<file path="src/rtl/order_content_pkg.sv">
// rtl/order_content_pkg.sv - shared constants and types for the order-content RAM front end
package order_content_pkg;

  localparam int DATA_W     = 217;
  localparam int ADDR_W     = 12;
  localparam int DEPTH      = 1 << ADDR_W;
  localparam int STARVE_LIM = 4;
  localparam int RSP_DEPTH  = 4;

  typedef logic [DATA_W-1:0] order_rec_t;
  typedef logic [ADDR_W-1:0] slot_idx_t;

endpackage

</file>
<file path="src/rtl/order_rsp_fifo.sv">
// rtl/order_rsp_fifo.sv - small synchronous FIFO holding fetch responses (data + slot index)
// Head output reads zero while empty so the response bus is quiet after reset.
module order_rsp_fifo #(
  parameter int W     = 8,
  parameter int DEPTH = 4
) (
  input  logic                     clk,
  input  logic                     reset,
  input  logic                     push,
  input  logic [W-1:0]             push_data,
  input  logic                     pop,
  output logic                     valid,
  output logic [W-1:0]             head,
  output logic [$clog2(DEPTH):0]   count
);

  localparam int PW = $clog2(DEPTH);
  localparam logic [PW:0] FULL_CNT = (PW+1)'(DEPTH);

  logic [W-1:0]  r_mem [DEPTH];
  logic [PW-1:0] r_wr;
  logic [PW-1:0] r_rd;
  logic [PW:0]   r_count;
  logic          w_push;
  logic          w_pop;

  assign w_push = push & (r_count != FULL_CNT);
  assign w_pop  = pop & (r_count != '0);
  assign valid  = (r_count != '0);
  assign head   = valid ? r_mem[r_rd] : '0;
  assign count  = r_count;

  always_ff @(posedge clk) begin
    if (w_push) begin
      r_mem[r_wr] <= push_data;
    end
  end

  always_ff @(posedge clk) begin
    if (reset) begin
      r_wr    <= '0;
      r_rd    <= '0;
      r_count <= '0;
    end else begin
      if (w_push) r_wr <= r_wr + 1'b1;
      if (w_pop)  r_rd <= r_rd + 1'b1;
      case ({w_push, w_pop})
        2'b10:   r_count <= r_count + 1'b1;
        2'b01:   r_count <= r_count - 1'b1;
        default: r_count <= r_count;
      endcase
    end
  end

endmodule

</file>
<file path="src/rtl/order_content_ctrl.sv">
// rtl/order_content_ctrl.sv - store/fetch arbiter and single-port owner for the order-content RAM
// Optional ORDER_CTRL_STATS_EN adds store/fetch/full-stall counters.
module order_content_ctrl
  import order_content_pkg::*;
(
  input  logic              clk,
  input  logic              reset,
  input  logic              st_valid,
  output logic              st_ready,
  input  logic [DATA_W-1:0] st_data,
  output logic              st_idx_valid,
  output logic [ADDR_W-1:0] st_idx,
  input  logic              rel_valid,
  input  logic              fr_valid,
  output logic              fr_ready,
  input  logic [ADDR_W-1:0] fr_idx,
  output logic              rsp_valid,
  input  logic              rsp_ready,
  output logic [DATA_W-1:0] rsp_data,
  output logic [ADDR_W-1:0] rsp_idx,
  output logic [ADDR_W-1:0] ram_addr,
  output logic [DATA_W-1:0] ram_din,
  output logic              ram_we,
  input  logic [DATA_W-1:0] ram_dout,
`ifdef ORDER_CTRL_STATS_EN
  output logic [31:0]       stat_stores,
  output logic [31:0]       stat_fetches,
  output logic [31:0]       stat_full_stalls,
`endif
  output logic [ADDR_W:0]   occupancy
);

  localparam int CNT_W    = $clog2(RSP_DEPTH) + 1;
  localparam int STARVE_W = $clog2(STARVE_LIM + 1);
  localparam logic [ADDR_W:0]   FULL_OCC  = (ADDR_W+1)'(DEPTH);
  localparam logic [CNT_W-1:0]  RSP_LIM   = CNT_W'(RSP_DEPTH);
  localparam logic [STARVE_W-1:0] STARVE_MAX = STARVE_W'(STARVE_LIM);

  logic [ADDR_W:0]     r_occ;
  logic [ADDR_W-1:0]   r_ptr;
  logic [STARVE_W-1:0] r_starve;
  logic                r_st_idx_valid;
  logic [ADDR_W-1:0]   r_st_idx;
  logic                r_ram_we;
  logic [ADDR_W-1:0]   r_ram_addr;
  logic [DATA_W-1:0]   r_ram_din;
  logic                r_p1_valid;
  logic                r_p2_valid;
  logic [ADDR_W-1:0]   r_p1_idx;
  logic [ADDR_W-1:0]   r_p2_idx;

  logic [CNT_W-1:0]         w_fifo_count;
  logic [CNT_W-1:0]         w_pending;
  logic                     w_st_elig;
  logic                     w_fr_elig;
  logic                     w_starved;
  logic                     w_fr_ok;
  logic                     w_st_ok;
  logic                     w_fr_grant;
  logic                     w_st_grant;
  logic                     w_rel;
  logic [DATA_W+ADDR_W-1:0] w_head;

  // Responses already queued plus reads still in the RAM pipeline must fit in the FIFO.
  assign w_pending  = w_fifo_count + CNT_W'(r_p1_valid) + CNT_W'(r_p2_valid);
  assign w_st_elig  = (r_occ != FULL_OCC);
  assign w_fr_elig  = (w_pending < RSP_LIM);
  assign w_starved  = st_valid & w_st_elig & (r_starve == STARVE_MAX);
  assign w_fr_ok    = ~reset & w_fr_elig & ~w_starved;
  assign w_fr_grant = fr_valid & w_fr_ok;
  assign w_st_ok    = ~reset & w_st_elig & ~w_fr_grant;
  assign w_st_grant = st_valid & w_st_ok;
  assign w_rel      = rel_valid & (r_occ != '0);

  assign st_ready     = w_st_ok;
  assign fr_ready     = w_fr_ok;
  assign st_idx_valid = r_st_idx_valid;
  assign st_idx       = r_st_idx;
  assign ram_we       = r_ram_we;
  assign ram_addr     = r_ram_addr;
  assign ram_din      = r_ram_din;
  assign occupancy    = r_occ;

  always_ff @(posedge clk) begin
    if (reset) begin
      r_occ          <= '0;
      r_ptr          <= '0;
      r_starve       <= '0;
      r_st_idx_valid <= 1'b0;
      r_st_idx       <= '0;
      r_ram_we       <= 1'b0;
      r_ram_addr     <= '0;
      r_ram_din      <= '0;
      r_p1_valid     <= 1'b0;
      r_p2_valid     <= 1'b0;
      r_p1_idx       <= '0;
      r_p2_idx       <= '0;
    end else begin
      r_st_idx_valid <= w_st_grant;
      r_ram_we       <= w_st_grant;
      if (w_st_grant) begin
        r_ram_addr <= r_ptr;
        r_ram_din  <= st_data;
        r_st_idx   <= r_ptr;
        r_ptr      <= r_ptr + 1'b1;
      end else if (w_fr_grant) begin
        r_ram_addr <= fr_idx;
      end

      case ({w_st_grant, w_rel})
        2'b10:   r_occ <= r_occ + 1'b1;
        2'b01:   r_occ <= r_occ - 1'b1;
        default: r_occ <= r_occ;
      endcase

      if (w_st_grant || !st_valid) begin
        r_starve <= '0;
      end else if (w_fr_grant && w_st_elig) begin
        r_starve <= r_starve + 1'b1;
      end

      r_p1_valid <= w_fr_grant;
      r_p1_idx   <= fr_idx;
      r_p2_valid <= r_p1_valid;
      r_p2_idx   <= r_p1_idx;
    end
  end

  order_rsp_fifo #(
    .W     (DATA_W + ADDR_W),
    .DEPTH (RSP_DEPTH)
  ) u_rsp_fifo (
    .clk       (clk),
    .reset     (reset),
    .push      (r_p2_valid),
    .push_data ({ram_dout, r_p2_idx}),
    .pop       (rsp_valid & rsp_ready),
    .valid     (rsp_valid),
    .head      (w_head),
    .count     (w_fifo_count)
  );

  assign rsp_data = w_head[DATA_W+ADDR_W-1:ADDR_W];
  assign rsp_idx  = w_head[ADDR_W-1:0];

`ifdef ORDER_CTRL_STATS_EN
  logic [31:0] r_stat_stores;
  logic [31:0] r_stat_fetches;
  logic [31:0] r_stat_full_stalls;

  always_ff @(posedge clk) begin
    if (reset) begin
      r_stat_stores      <= '0;
      r_stat_fetches     <= '0;
      r_stat_full_stalls <= '0;
    end else begin
      r_stat_stores      <= r_stat_stores + 32'(w_st_grant);
      r_stat_fetches     <= r_stat_fetches + 32'(w_fr_grant);
      r_stat_full_stalls <= r_stat_full_stalls + 32'(st_valid & (r_occ == FULL_OCC));
    end
  end

  assign stat_stores      = r_stat_stores;
  assign stat_fetches     = r_stat_fetches;
  assign stat_full_stalls = r_stat_full_stalls;
`endif

endmodule
</file>
<file path="config.mk">
export PLATFORM = sky130hd
export DESIGN_NAME = order_content_ctrl
export DESIGN_NICKNAME = d
export VERILOG_FILES = /design/src/rtl/order_content_pkg.sv /design/src/rtl/order_rsp_fifo.sv /design/src/rtl/order_content_ctrl.sv
export SDC_FILE = /design/constraint.sdc
export NUM_CORES = 1
export LEC_CHECK = 0
export ABC_AREA = 1
export BUFFER_PORTS_ARGS = -buffer_cell sky130_fd_sc_hd__buf_2
export CAP_MARGIN = 30
export CORE_AREA = 8 8 359 361
export DETAILED_ROUTE_END_ITERATION = 6
export DIE_AREA = 0 0 367 369
export SYNTH_ARGS = -nofsm -noshare
export SYNTH_HDL_FRONTEND = slang
export SYNTH_SLANG_ARGS = --single-unit
</file>
<file path="constraint.sdc">
create_clock -name clk -period 10.7 [get_ports clk]
set_clock_uncertainty 0.1 [all_clocks]
set_input_delay 0 -clock clk [delete_from_list [all_inputs] [get_ports clk]]
set_output_delay 0 -clock clk [all_outputs]
set_load 0.02 [all_outputs]
</file>
==> impl_metrics.py <==
metrics = {
    "grt": {
        "initial_antenna_violation_count": 56,
        "global_route.usage.total": 0.232,
        "grt_first_pass_wirelength_um": 242000,
        "vias_in_the_first_global_route": 39000,
        "grt-ovfl-total": 0,
        "pin_count_of_the_biggest_net_entering_global_routing": 195,
    },
    "logic_synthesis": {
        "yosysWarnings": 0,
        "netlist_top_cells_area": "sky130_fd_sc_hd__edfxtp_1 (59%), sky130_fd_sc_hd__dfxtp_1 (13%), sky130_fd_sc_hd__nor2_1 (8.0%)",
        "synth_top_area_frac": 0.588,
        "synth.ff_latch_count": 1221,
        "mappedNetlistArea_sq_mm": 0.0468,
        "synth.avg_cell_area_sq_um": 11.1,
        "netlist.top_cell.by_area": "sky130_fd_sc_hd__edfxtp_1",
        "synth_sequential_area_ratio": 0.719,
        "synth_cell_types": 32,
        "syn-instance-count": 4217,
        "postSynthNetCount": 4692,
    },
    "power_and_ir_drop": {
        "cellLeakagePower_nw": 26.2,
        "vdd.ir_drop.worst_mv": 0.149,
        "power_per_cell_area_mw_per_mm2": 180,
    },
    "layout": {
        "drive_above_1_share": 0.194,
        "syn2layout_area_growth_pct": 42.8,
        "layout.filler_cells": 10300,
        "layout.cells.non_filler": 7806,
        "postLayoutCellArea_sq_mm": 0.0668,
        "fin_nets": 6479,
    },
    "sta": {
        "setup_tns_ns": 0,
        "finalMaxSlewViolations": 0,
        "period_share": 0.447,
        "maxSlewHeadroom": 0.217,
        "hold_viol_final": 0,
        "finalWorstSetupSlack_ns": 5.92,
        "highest_attainable_clock_frequency_mhz": 209,
        "grt_setup_unrepaired": "false",
        "final_period_minus_worst_setup_slack_ns": 4.78,
        "setup_violations": 0,
        "max_slew.worst_pin.slew_ns": 1.17,
    },
    "routing": {
        "detail_route.wirelength_um": 166000,
        "dr.first_iter.drc_count": 3158,
        "drt-pass1-iter-count": 6,
        "ant_nets": 0,
        "avgViaCountPerCell": 4.99,
        "vias": 38900,
        "drt-wirelength-per-cell_um": 21.2,
        "drc_violations_left": 0,
    },
    "place": {
        "dpl_cell_area_sq_mm": 0.0528,
        "detailed_place_hpwl_um": 100000,
        "io_buffer_count": 939,
        "detailedPlace.worstSlack_ns": 6.29,
        "numPlacedInstances": 6557,
        "globalplace.congestion": 0.894,
    },
    "cts": {
        "clock_sinks": 1221,
        "worst_skew_pair.late_latency_ns": 0.76,
        "cts_resized": 0,
        "cts_root_buf": "sky130_fd_sc_hd__clkbuf_16",
        "clock_tree_from_tritoncts": "yes",
        "ctsLongestPathBuffers": 3,
        "clkSlewWorstSetupHoldPaths_ns": 0.05,
        "clock_tree.htree_level_count": 4,
        "cts-buffers-inserted": 133,
    },
    "floorplan": {
        "design.core.area_sq_mm": 0.123,
        "design.die.area_sq_mm": 0.135,
        "design.portCount": 940,
        "row_count": 129,
        "initial_utilization": 0.380,
        "die_extent_in_x_um": 367,
        "die_height_um": 369,
    },
    "status": {
        "status": "finished, final reports clean",
    },
    "worst_setup_path": {
        "critical_path.endpoint_type": "primary output",
        "critical_path_class": "register to primary output",
        "critical_path.startpoint_type": "register",
        "crit_arrival_ns": 4.68,
        "critPathRequiredTime_ns": 10.60,
        "critPathMaxFanout": 173,
    },
    "worst_hold_path": {
        "worstHoldPathType": "input port to register",
    },
    "flow_run": {
        "max_cap_violations": 0,
    },
}
## registers in the layout (all words and copies together), names as in the netlist, 12 cells and up, named ones only
register / count
st_idx: 12
r_p2_idx: 12
ram_addr: 12
occupancy: 13
r_ptr: 12
ram_din: 217
u_rsp_fifo.r_mem: 916
r_p1_idx: 12
## Yosys cell counts, drive strengths merged
cell	instances
a21boi	1
a21oi	490
a31oi	1
and3	1
buf	94
clkbuf	179
clkinv	1
dfxtp	305
edfxtp	916
fa	2
ha	21
inv	94
nand2	553
nand3	32
nand4	14
nor2	994
nor3	4
o211ai	13
o21ai	480
o21bai	1
o221ai	2
o31ai	1
xnor2	5
xor2	13
## power by group
group	total, mW	leakage [nW]	internal (mW)	switching [mW]
sequential	5.27	10.8	5.20	0.0691
combinational	2.21	13.3	0.735	1.47
clock	4.55	2.10	2.63	1.91
## metrics by stage
| stage | hold WS, ns | total power, mW | utilization |
|---|---|---|---|
| 2_1_floorplan | -0.00113 | 6.51 | - |
| 3_3_place_gp | 0.114 | 7.26 | 0.428 |
| 3_5_place_dp | 0.116 | 7.28 | 0.429 |
| 4_1_cts | 0.00277 | 12.1 | 0.542 |
| 5_1_grt | 0.00170 | 12.5 | 0.543 |
| 6_report | 0.0493 | 12.0 | 0.543 |
## final timing paths
check	startpoint	end	slack (ns)	cells past startpoint
worst max-delay path	register	rsp_data[173]	5.92	6
worst min-delay path	st_data[213]	ram_din[213]	0.05	4
worst max register to register	occupancy[0]	ram_din[87]	5.99	13
worst min register to register	r_p1_valid	r_p2_valid	0.33	2
## layer usage
metal  wire length (um)  track usage  part of all wire  vias to the layer above
met1              61500        0.261              0.37                    18800
met3              14100       0.0739             0.085                      434
met2              81500        0.396              0.49                     1592
li1                   -            -                 -                    18100
met5                 10            0          0.000060                        -
met4               8510        0.116             0.051                        2
## kinds of logic (layout without fill, tap and decap cells)
kind of cell	after synthesis	after routing	share of synthesized area
other	0	59	0
adder cells (fa/ha/maj)	23	23	0.00647
AND/OR/NAND/NOR	1598	1598	0.131
buffers and inverters	368	2261	0.0337
flip-flops	1221	1221	0.719
XOR/XNOR	18	18	0.00337
AO/OA/AOI/OAI	989	989	0.107
## cell usage in the layout, fill, tap and decap left out, drive strengths merged, types with 4 or more instances in the layout
master and n:
o21ai 480, clkbuf 173, clkinv 50, nand3 32
dlygate4sd3 948, nor2 994, a21oi 490, diode 59
inv 99, dfxtp 305, ha 21, o211ai 13
buf 977, nand4 14, bufinv 10, nand2 553
clkinvlp 4, xnor2 5, nor3 4, edfxtp 916
xor2 13
## area by class of cell
| cell class | count | area, sq um | area share |
|---|---|---|---|
| Inverter | 95 | 379 | 0.00568 |
| Multi-Input combinational cell | 2628 | 11600 | 0.174 |
| Clock buffer | 173 | 3590 | 0.0538 |
| Sequential cell | 1221 | 33600 | 0.503 |
| Antenna cell | 59 | 148 | 0.00221 |
| Tap cell | 1637 | 2050 | 0.0307 |
| Clock inverter | 68 | 738 | 0.0111 |
| Timing Repair Buffer | 1925 | 14700 | 0.219 |
## worst max-delay path, cell delays in order, from the launching register on
cell and delay (ns):
sky130_fd_sc_hd__dfxtp_4 0.52, sky130_fd_sc_hd__inv_8 0.71, sky130_fd_sc_hd__buf_4 0.80, sky130_fd_sc_hd__buf_4 0.91, sky130_fd_sc_hd__o21ai_0 0.23, sky130_fd_sc_hd__a21oi_1 0.37
sky130_fd_sc_hd__buf_2 0.25
## timing repair
item                                   in CTS  in global routing
hold buffers                              948                  0
buffers inserted                            0                  0
endpoints found under the hold margin    1153                  0
No activity file was read; power rests on OpenSTA's default activity.
